[src/rtl/ram_3port_sched_pkg.sv]
// Shared scheduler constants: streak counter width and the shared-port grant encoding.
// Pure definitions with no latency or backpressure of their own.
package ram_3port_sched_pkg;
    localparam int         STREAK_W = 4;
    localparam logic [1:0] GNT_NONE = 2'd0;
    localparam logic [1:0] GNT_W    = 2'd1;
    localparam logic [1:0] GNT_A    = 2'd2;
endpackage

[src/rtl/ram_3port_dp.sv]
// Dual-read RAM with one write port; registered reads, 1-cycle latency, no backpressure.
// A read in the same cycle as a write to the same address returns the old word.
module ram_3port_dp #(
    parameter int ADDR_WIDTH = 6,
    parameter int DATA_WIDTH = 64
) (
    input  logic                  clk,
    input  logic                  write_en,
    input  logic [ADDR_WIDTH-1:0] write_addr,
    input  logic [DATA_WIDTH-1:0] write_data,
    input  logic [ADDR_WIDTH-1:0] read_addr1,
    input  logic [ADDR_WIDTH-1:0] read_addr2,
    output logic [DATA_WIDTH-1:0] read_data1,
    output logic [DATA_WIDTH-1:0] read_data2
);
    localparam int DEPTH = 1 << ADDR_WIDTH;

    logic [DATA_WIDTH-1:0] mem [DEPTH];

    always_ff @(posedge clk) begin
        if (write_en) begin
            mem[write_addr] <= write_data;
        end
        read_data1 <= mem[read_addr1];
        read_data2 <= mem[read_addr2];
    end
endmodule

[src/rtl/ram_sched_arb.sv]
// Shared write/read1 port arbiter: W has priority, and RA is forced through after MAX_WR_STREAK lost cycles.
// Grant is combinational from the valids and the streak state; the streak register updates on the rising edge.
module ram_sched_arb
    import ram_3port_sched_pkg::*;
#(
    parameter int MAX_WR_STREAK = 4
) (
    input  logic                clk,
    input  logic                rst,
    input  logic                wr_valid,
    input  logic                rda_valid,
    output logic [1:0]          gnt,
    output logic [STREAK_W-1:0] streak_cnt
);
    localparam logic [STREAK_W-1:0] STREAK_MAX = STREAK_W'(MAX_WR_STREAK);

    logic at_cap;

    assign at_cap = (streak_cnt == STREAK_MAX);

    always_comb begin
        gnt = GNT_NONE;
        if (!rst) begin
            if (rda_valid && (!wr_valid || at_cap)) begin
                gnt = GNT_A;
            end else if (wr_valid) begin
                gnt = GNT_W;
            end
        end
    end

    // Counts W wins while RA is waiting; an idle RA cycle forgives the streak.
    always_ff @(posedge clk) begin
        if (rst) begin
            streak_cnt <= '0;
        end else if (!rda_valid || gnt == GNT_A) begin
            streak_cnt <= '0;
        end else if (gnt == GNT_W && !at_cap) begin
            streak_cnt <= streak_cnt + 1'b1;
        end
    end
endmodule

[src/rtl/ram_3port_sched.sv]
// Schedules one writer and two readers onto a 3-port RAM; read responses arrive 1 cycle after accept.
// W/RA stall on arbitration loss (RA at most MAX_WR_STREAK+1 cycles); RB and responses never stall.
module ram_3port_sched
    import ram_3port_sched_pkg::*;
#(
    parameter int ADDR_WIDTH    = 6,
    parameter int DATA_WIDTH    = 64,
    parameter int MAX_WR_STREAK = 4
) (
    input  logic                  clk,
    input  logic                  rst,
    input  logic                  wr_valid,
    output logic                  wr_ready,
    input  logic [ADDR_WIDTH-1:0] wr_addr,
    input  logic [DATA_WIDTH-1:0] wr_data,
    input  logic                  rda_valid,
    output logic                  rda_ready,
    input  logic [ADDR_WIDTH-1:0] rda_addr,
    output logic                  rda_rsp_valid,
    output logic [DATA_WIDTH-1:0] rda_rsp_data,
    input  logic                  rdb_valid,
    output logic                  rdb_ready,
    input  logic [ADDR_WIDTH-1:0] rdb_addr,
    output logic                  rdb_rsp_valid,
    output logic [DATA_WIDTH-1:0] rdb_rsp_data,
    output logic                  busy
);
    logic [1:0]            gnt;
    logic [STREAK_W-1:0]   streak_cnt;
    logic                  grant_w;
    logic                  grant_a;
    logic                  rdb_acc;
    logic                  rda_vld_q;
    logic                  rdb_vld_q;
    logic                  hit;
    logic [DATA_WIDTH-1:0] fwd_data;
    logic [DATA_WIDTH-1:0] read_data1;
    logic [DATA_WIDTH-1:0] read_data2;

    ram_sched_arb #(
        .MAX_WR_STREAK (MAX_WR_STREAK)
    ) u_arb (
        .clk        (clk),
        .rst        (rst),
        .wr_valid   (wr_valid),
        .rda_valid  (rda_valid),
        .gnt        (gnt),
        .streak_cnt (streak_cnt)
    );

    ram_3port_dp #(
        .ADDR_WIDTH (ADDR_WIDTH),
        .DATA_WIDTH (DATA_WIDTH)
    ) u_ram (
        .clk        (clk),
        .write_en   (grant_w),
        .write_addr (wr_addr),
        .write_data (wr_data),
        .read_addr1 (rda_addr),
        .read_addr2 (rdb_addr),
        .read_data1 (read_data1),
        .read_data2 (read_data2)
    );

    assign grant_w   = (gnt == GNT_W);
    assign grant_a   = (gnt == GNT_A);
    assign wr_ready  = grant_w;
    assign rda_ready = grant_a;
    assign rdb_ready = ~rst;
    assign rdb_acc   = rdb_valid & ~rst;

    // The RAM returns the pre-write word on a same-address collision, so RB takes the write data instead.
    always_ff @(posedge clk) begin
        if (rst) begin
            rda_vld_q <= 1'b0;
            rdb_vld_q <= 1'b0;
            hit       <= 1'b0;
            fwd_data  <= '0;
        end else begin
            rda_vld_q <= grant_a;
            rdb_vld_q <= rdb_acc;
            hit       <= grant_w & rdb_acc & (wr_addr == rdb_addr);
            if (grant_w && rdb_acc && wr_addr == rdb_addr) begin
                fwd_data <= wr_data;
            end
        end
    end

    // Masking with rst drops a response whose request was accepted just before reset.
    assign rda_rsp_valid = rda_vld_q & ~rst;
    assign rdb_rsp_valid = rdb_vld_q & ~rst;
    assign rda_rsp_data  = read_data1;
    assign rdb_rsp_data  = hit ? fwd_data : read_data2;

    assign busy = wr_valid | rda_valid | rdb_valid | rda_rsp_valid | rdb_rsp_valid;

    logic unused_ok;
    assign unused_ok = ^streak_cnt;
endmodule

[config.mk]
export PLATFORM = sky130hd
export DESIGN_NAME = ram_3port_sched
export DESIGN_NICKNAME = d
export VERILOG_FILES = /design/src/rtl/ram_3port_sched_pkg.sv /design/src/rtl/ram_3port_dp.sv /design/src/rtl/ram_sched_arb.sv /design/src/rtl/ram_3port_sched.sv
export SDC_FILE = /design/constraint.sdc
export NUM_CORES = 2
export LEC_CHECK = 0
export CELL_PAD_IN_SITES_DETAIL_PLACEMENT = 0
export CELL_PAD_IN_SITES_GLOBAL_PLACEMENT = 2
export CORE_MARGIN = 3
export CORE_UTILIZATION = 43
export CTS_CLUSTER_DIAMETER = 100
export DETAILED_ROUTE_END_ITERATION = 10
export DONT_BUFFER_PORTS = 1
export GPL_ROUTABILITY_DRIVEN = 1
export PLACE_DENSITY_LB_ADDON = 0.1
export SYNTH_ARGS = -nofsm -noshare
export SYNTH_HDL_FRONTEND = slang
export SYNTH_HIERARCHICAL = 1
export SYNTH_SLANG_ARGS = --single-unit
[constraint.sdc]
create_clock -name clk -period 21.5 [get_ports clk]
set_input_delay 4.3 -clock clk [delete_from_list [all_inputs] [get_ports clk]]
set_output_delay 4.3 -clock clk [all_outputs]
set_load 0.01 [all_outputs]
==> flow_summary.json <==
{
  "status": "finished, violations left",
  "failed_checks": "max-slew violations",
  "critPathLaunchType": "input pin",
  "hold_class": "flop to flop",
  "cts_tree": "yes",
  "synth-edff-count": 4096,
  "slew_headroom_pct": -26.0,
  "swShare_pct": 22.9,
  "critPathSlowestCell": "or3_1",
  "worstHoldStart": "u_arb/streak_cnt[0]$_SDFFE_PP0P_",
  "postSynthCellCount": 9249,
  "h-tree-depth": 5,
  "dieArea_sq_mm": 0.453,
  "clock_sinks": 4295,
  "grt_first_pass_wirelength_um": 1020000,
  "finalClockSkew_ns": 0.0536,
  "cts_resized": 0,
  "cpPeakStageDelay_ns": 0.37,
  "drt_iter0_drc": 18600,
  "post-route-min-period_ns": 9.32,
  "hold_depth": 1,
  "io_pins": 221,
  "clkLatencyLatePin_ns": 1.03,
  "numPortBuffers": 0,
  "cts_made_buffers": 471,
  "post_cts_buffers": 0,
  "ys_ff_latch": 4295,
  "worstSetupPathType": "input pin to primary output",
  "critPathArrivalTime_ns": 5.02,
  "yosysWarningCount": 6,
  "viasPerCell": 7.19,
  "finalWirelength_um": 760000,
  "core-area_sq_mm": 0.443,
  "grt_antenna_before_repair": 86,
  "grt_max_degree": 778,
  "die_h_um": 673,
  "first_pass_iters": 6,
  "drtAntennaViolNets": 0,
  "clkTransAtPathRegs_ns": 0.06,
  "initial_core_util_pct": 43.2,
  "crit_family": "simple AND/OR/NAND/NOR gates",
  "p_comb_share_pct": 6.9,
  "overflow": 0,
  "endpoint_kind": "primary output",
  "syn_area_per_cell_sq_um": 20.7,
  "required_ns": 17.20,
  "dp_slack_ns": 11.63,
  "dieWidth_um": 673,
  "cts_root_buf": "clkbuf_16",
  "worstPathCellList": "or3_1 > or3_1",
  "grt_usage_pct": 33.3,
  "final_hold_viol_count": 0,
  "max_freq_mhz": 107,
  "worst_hold_slack_ns": 0.468,
  "timing.final.crit_share_pct": 43.4,
  "p_leak_nw": 65.5,
  "r2r-end": "u_ram/mem[22][10]$_DFFE_PP_",
  "grt_setup_unrepaired": "false",
  "grt_pass1_vias": 112000,
  "r2r_setup_slack_ns": 16.27,
  "drc": 0,
  "finalMaxSlewViolations": 329,
  "p_total_mw": 18.8,
  "gp_congestion": 0.824,
  "async_flop_share_pct": 0,
  "peakVddDrop_v": 0.0000712,
  "seqPwrFrac_pct": 49.3,
  "cpMostUsedCell": "or3_1",
  "synth_fp_nets": 9338,
  "worst_slew_pin_slew_ns": 1.89,
  "finalSetupViolCount": 0,
  "r2r-start": "u_arb/streak_cnt[0]$_SDFFE_PP0P_",
  "netlist_area_sq_mm": 0.191,
  "crit_fanout": 3,
  "path_buf_inv": 0,
  "worst_slack_ns": 12.18,
  "power_per_cell_area_mw_per_mm2": 87.7,
  "ys.flop_type": "edfxtp_1",
  "reg2reg_depth": 11,
  "dp_hpwl_um": 413000,
  "synth.yosys.seq_area_share_pct": 66.3,
  "hold_end": "u_arb/streak_cnt[0]$_SDFFE_PP0P_",
  "vias": 112000,
  "netSwitchingPower_mw": 4.32,
  "tns_ns": 0,
  "cts_max_path_buffers": 4,
  "synth_cell_types": 54,
  "internal_power_mw": 14.5,
  "max_cap_violations": 0,
  "wl_per_cell_um": 48.6,
  "area_delta_synth_final_pct": 12.1,
  "drive_above_1_share_pct": 33.1,
  "final_nets": 9329,
  "pwr-share-clk_pct": 43.8,
  "cts_hold_buffers": 0,
  "rows": 244
}
## kinds of logic after synthesis
| family | count (synthesis) | share of synthesized area (%) |
|---|---|---|
| and+or+nand+nor | 503 | 1.31 |
| AOI/OAI and AO/OA | 1377 | 5.06 |
| xor gates and xnor gates | 8 | 0.0366 |
| muxes | 2273 | 25.1 |
| DFF | 4295 | 66.3 |
| adders and majority gates | 2 | 0.0131 |
| buffers and inverters | 791 | 2.14 |
## synthesized netlist by cell type, types with 3 or more instances
master | n | share of area (%)
o21ai_1 | 72 | 0.19
nand4_1 | 9 | 0.029
a32oi_1 | 5 | 0.023
o22ai_1 | 533 | 1.7
o221ai_1 | 73 | 0.33
nand2b_1 | 18 | 0.059
nor3_1 | 63 | 0.16
a21oi_1 | 192 | 0.50
mux2_2 | 16 | 0.094
mux2i_1 | 177 | 0.93
buf_2 | 261 | 0.68
a221oi_1 | 134 | 0.61
buf_6 | 36 | 0.21
or4_1 | 3 | 0.012
a2111oi_0 | 12 | 0.055
or3b_2 | 3 | 0.014
dfxtp_1 | 199 | 2.1
a22o_1 | 136 | 0.62
a211oi_1 | 79 | 0.31
inv_1 | 6 | 0.012
mux4_2 | 2016 | 24
or3_1 | 3 | 0.0098
edfxtp_1 | 4096 | 64
buf_4 | 141 | 0.55
a31oi_1 | 14 | 0.046
and2_1 | 4 | 0.013
nand3b_1 | 5 | 0.020
clkbuf_1 | 307 | 0.60
or2_2 | 6 | 0.020
nor4_1 | 55 | 0.18
a221oi_2 | 19 | 0.15
nor2_1 | 168 | 0.33
o22a_1 | 51 | 0.23
a22oi_1 | 37 | 0.15
nand3_1 | 84 | 0.22
nor2b_1 | 35 | 0.11
buf_1 | 38 | 0.075
xnor2_1 | 7 | 0.032
a311oi_1 | 13 | 0.059
nand2_1 | 39 | 0.076
o211a_1 | 6 | 0.031
mux2_1 | 64 | 0.38
## cell type report
type / count / area (sq um)
repair buffers: 302 / 3200
well taps: 5904 / 7390
fillers: 35900 / 228000
diodes: 79 / 198
clock inverters: 258 / 2570
inverters: 7 / 28.8
multi-input cells: 4163 / 61200
clock buffers: 633 / 13100
flip-flops and latches: 4295 / 127000
## layout by cell type, fill, tap and decap left out, drive strengths merged, types with 4 or more instances in the layout
cell type	n
edfxtp	4096
mux4	2016
clkbuf	633
o22ai	533
buf	302
dfxtp	199
a21oi	192
clkinv	188
mux2i	177
nor2	169
a221oi	153
a22o	136
nand3	84
a211oi	80
mux2	80
diode	79
o221ai	73
o21ai	72
nor3	63
nor4	55
o22a	51
bufinv	45
nand2	39
a22oi	37
nor2b	35
clkinvlp	18
nand2b	18
a31oi	14
inv	14
a311oi	13
a2111oi	12
nand4	10
xnor2	7
o211a	6
nand3b	6
or2	6
a32oi	5
and2	4
## flip-flops by register name, indices dropped and copies added, names as in the netlist
name	cells
u_ram/mem	4096
fwd_data	64
u_ram/read_data1	64
u_ram/read_data2	64
u_arb/streak_cnt	4
hit	1
rda_vld_q	1
rdb_vld_q	1
## stage by stage
stage / instances / utilization, % / cell area [sq um]
final: 15600 / 48.5 / 215000
after global routing: 15600 / 48.5 / 215000
after CTS: 15500 / 48.3 / 214000
after detailed placement: 14700 / 44.8 / 198000
after global placement: 14600 / 44.8 / 198000
after floorplan: 9249 / - / 191000
## worst reg2reg max path, stage by stage, from the launching register on
cell and delay (ns):
dfxtp_1 0.37, inv_1 0.06, ha_1 0.22, nand3b_4 0.11
o211a_1 0.18, nor2b_1 0.14, buf_4 0.23, nor2b_1 0.29
nand3_1 0.66, nor2_4 0.98, buf_4 0.76, buf_4 0.82
## metal layers
metal,up-vias,share of wire [%],GRT usage (%)
li1,41200,-,-
met2,7661,46,51.2
met4,22,4.8,13.8
met1,62100,38,45.8
met3,1392,11,8.24
met5,-,0.021,0
## worst max-delay path by stage
stage                                    to  depth (start not counted)  slack [ns]         from
2_1_floorplan    u_ram/mem[48][0]$_DFFE_PP_                          6       11.22          rst
3_3_place_gp   u_ram/read_data1[29]$_DFF_P_                          8       12.05  rda_addr[0]
3_5_place_dp   u_ram/read_data1[59]$_DFF_P_                         11       11.63  rda_addr[0]
4_1_cts                                busy                          2       12.17    rdb_valid
5_1_grt                                busy                          2       12.14    rdb_valid
6_report                               busy                          2       12.18    rdb_valid
## power groups by stage
stage	registers, mW	logic [mW]	clock network, mW
after global placement	9.46	1.19	0
after floorplan	9.41	0.823	0
after global routing	9.28	1.34	8.68
after detailed placement	9.46	1.19	0
final	9.28	1.30	8.24
after CTS	9.28	1.19	8.34
Power figures use the tool's default switching activity.
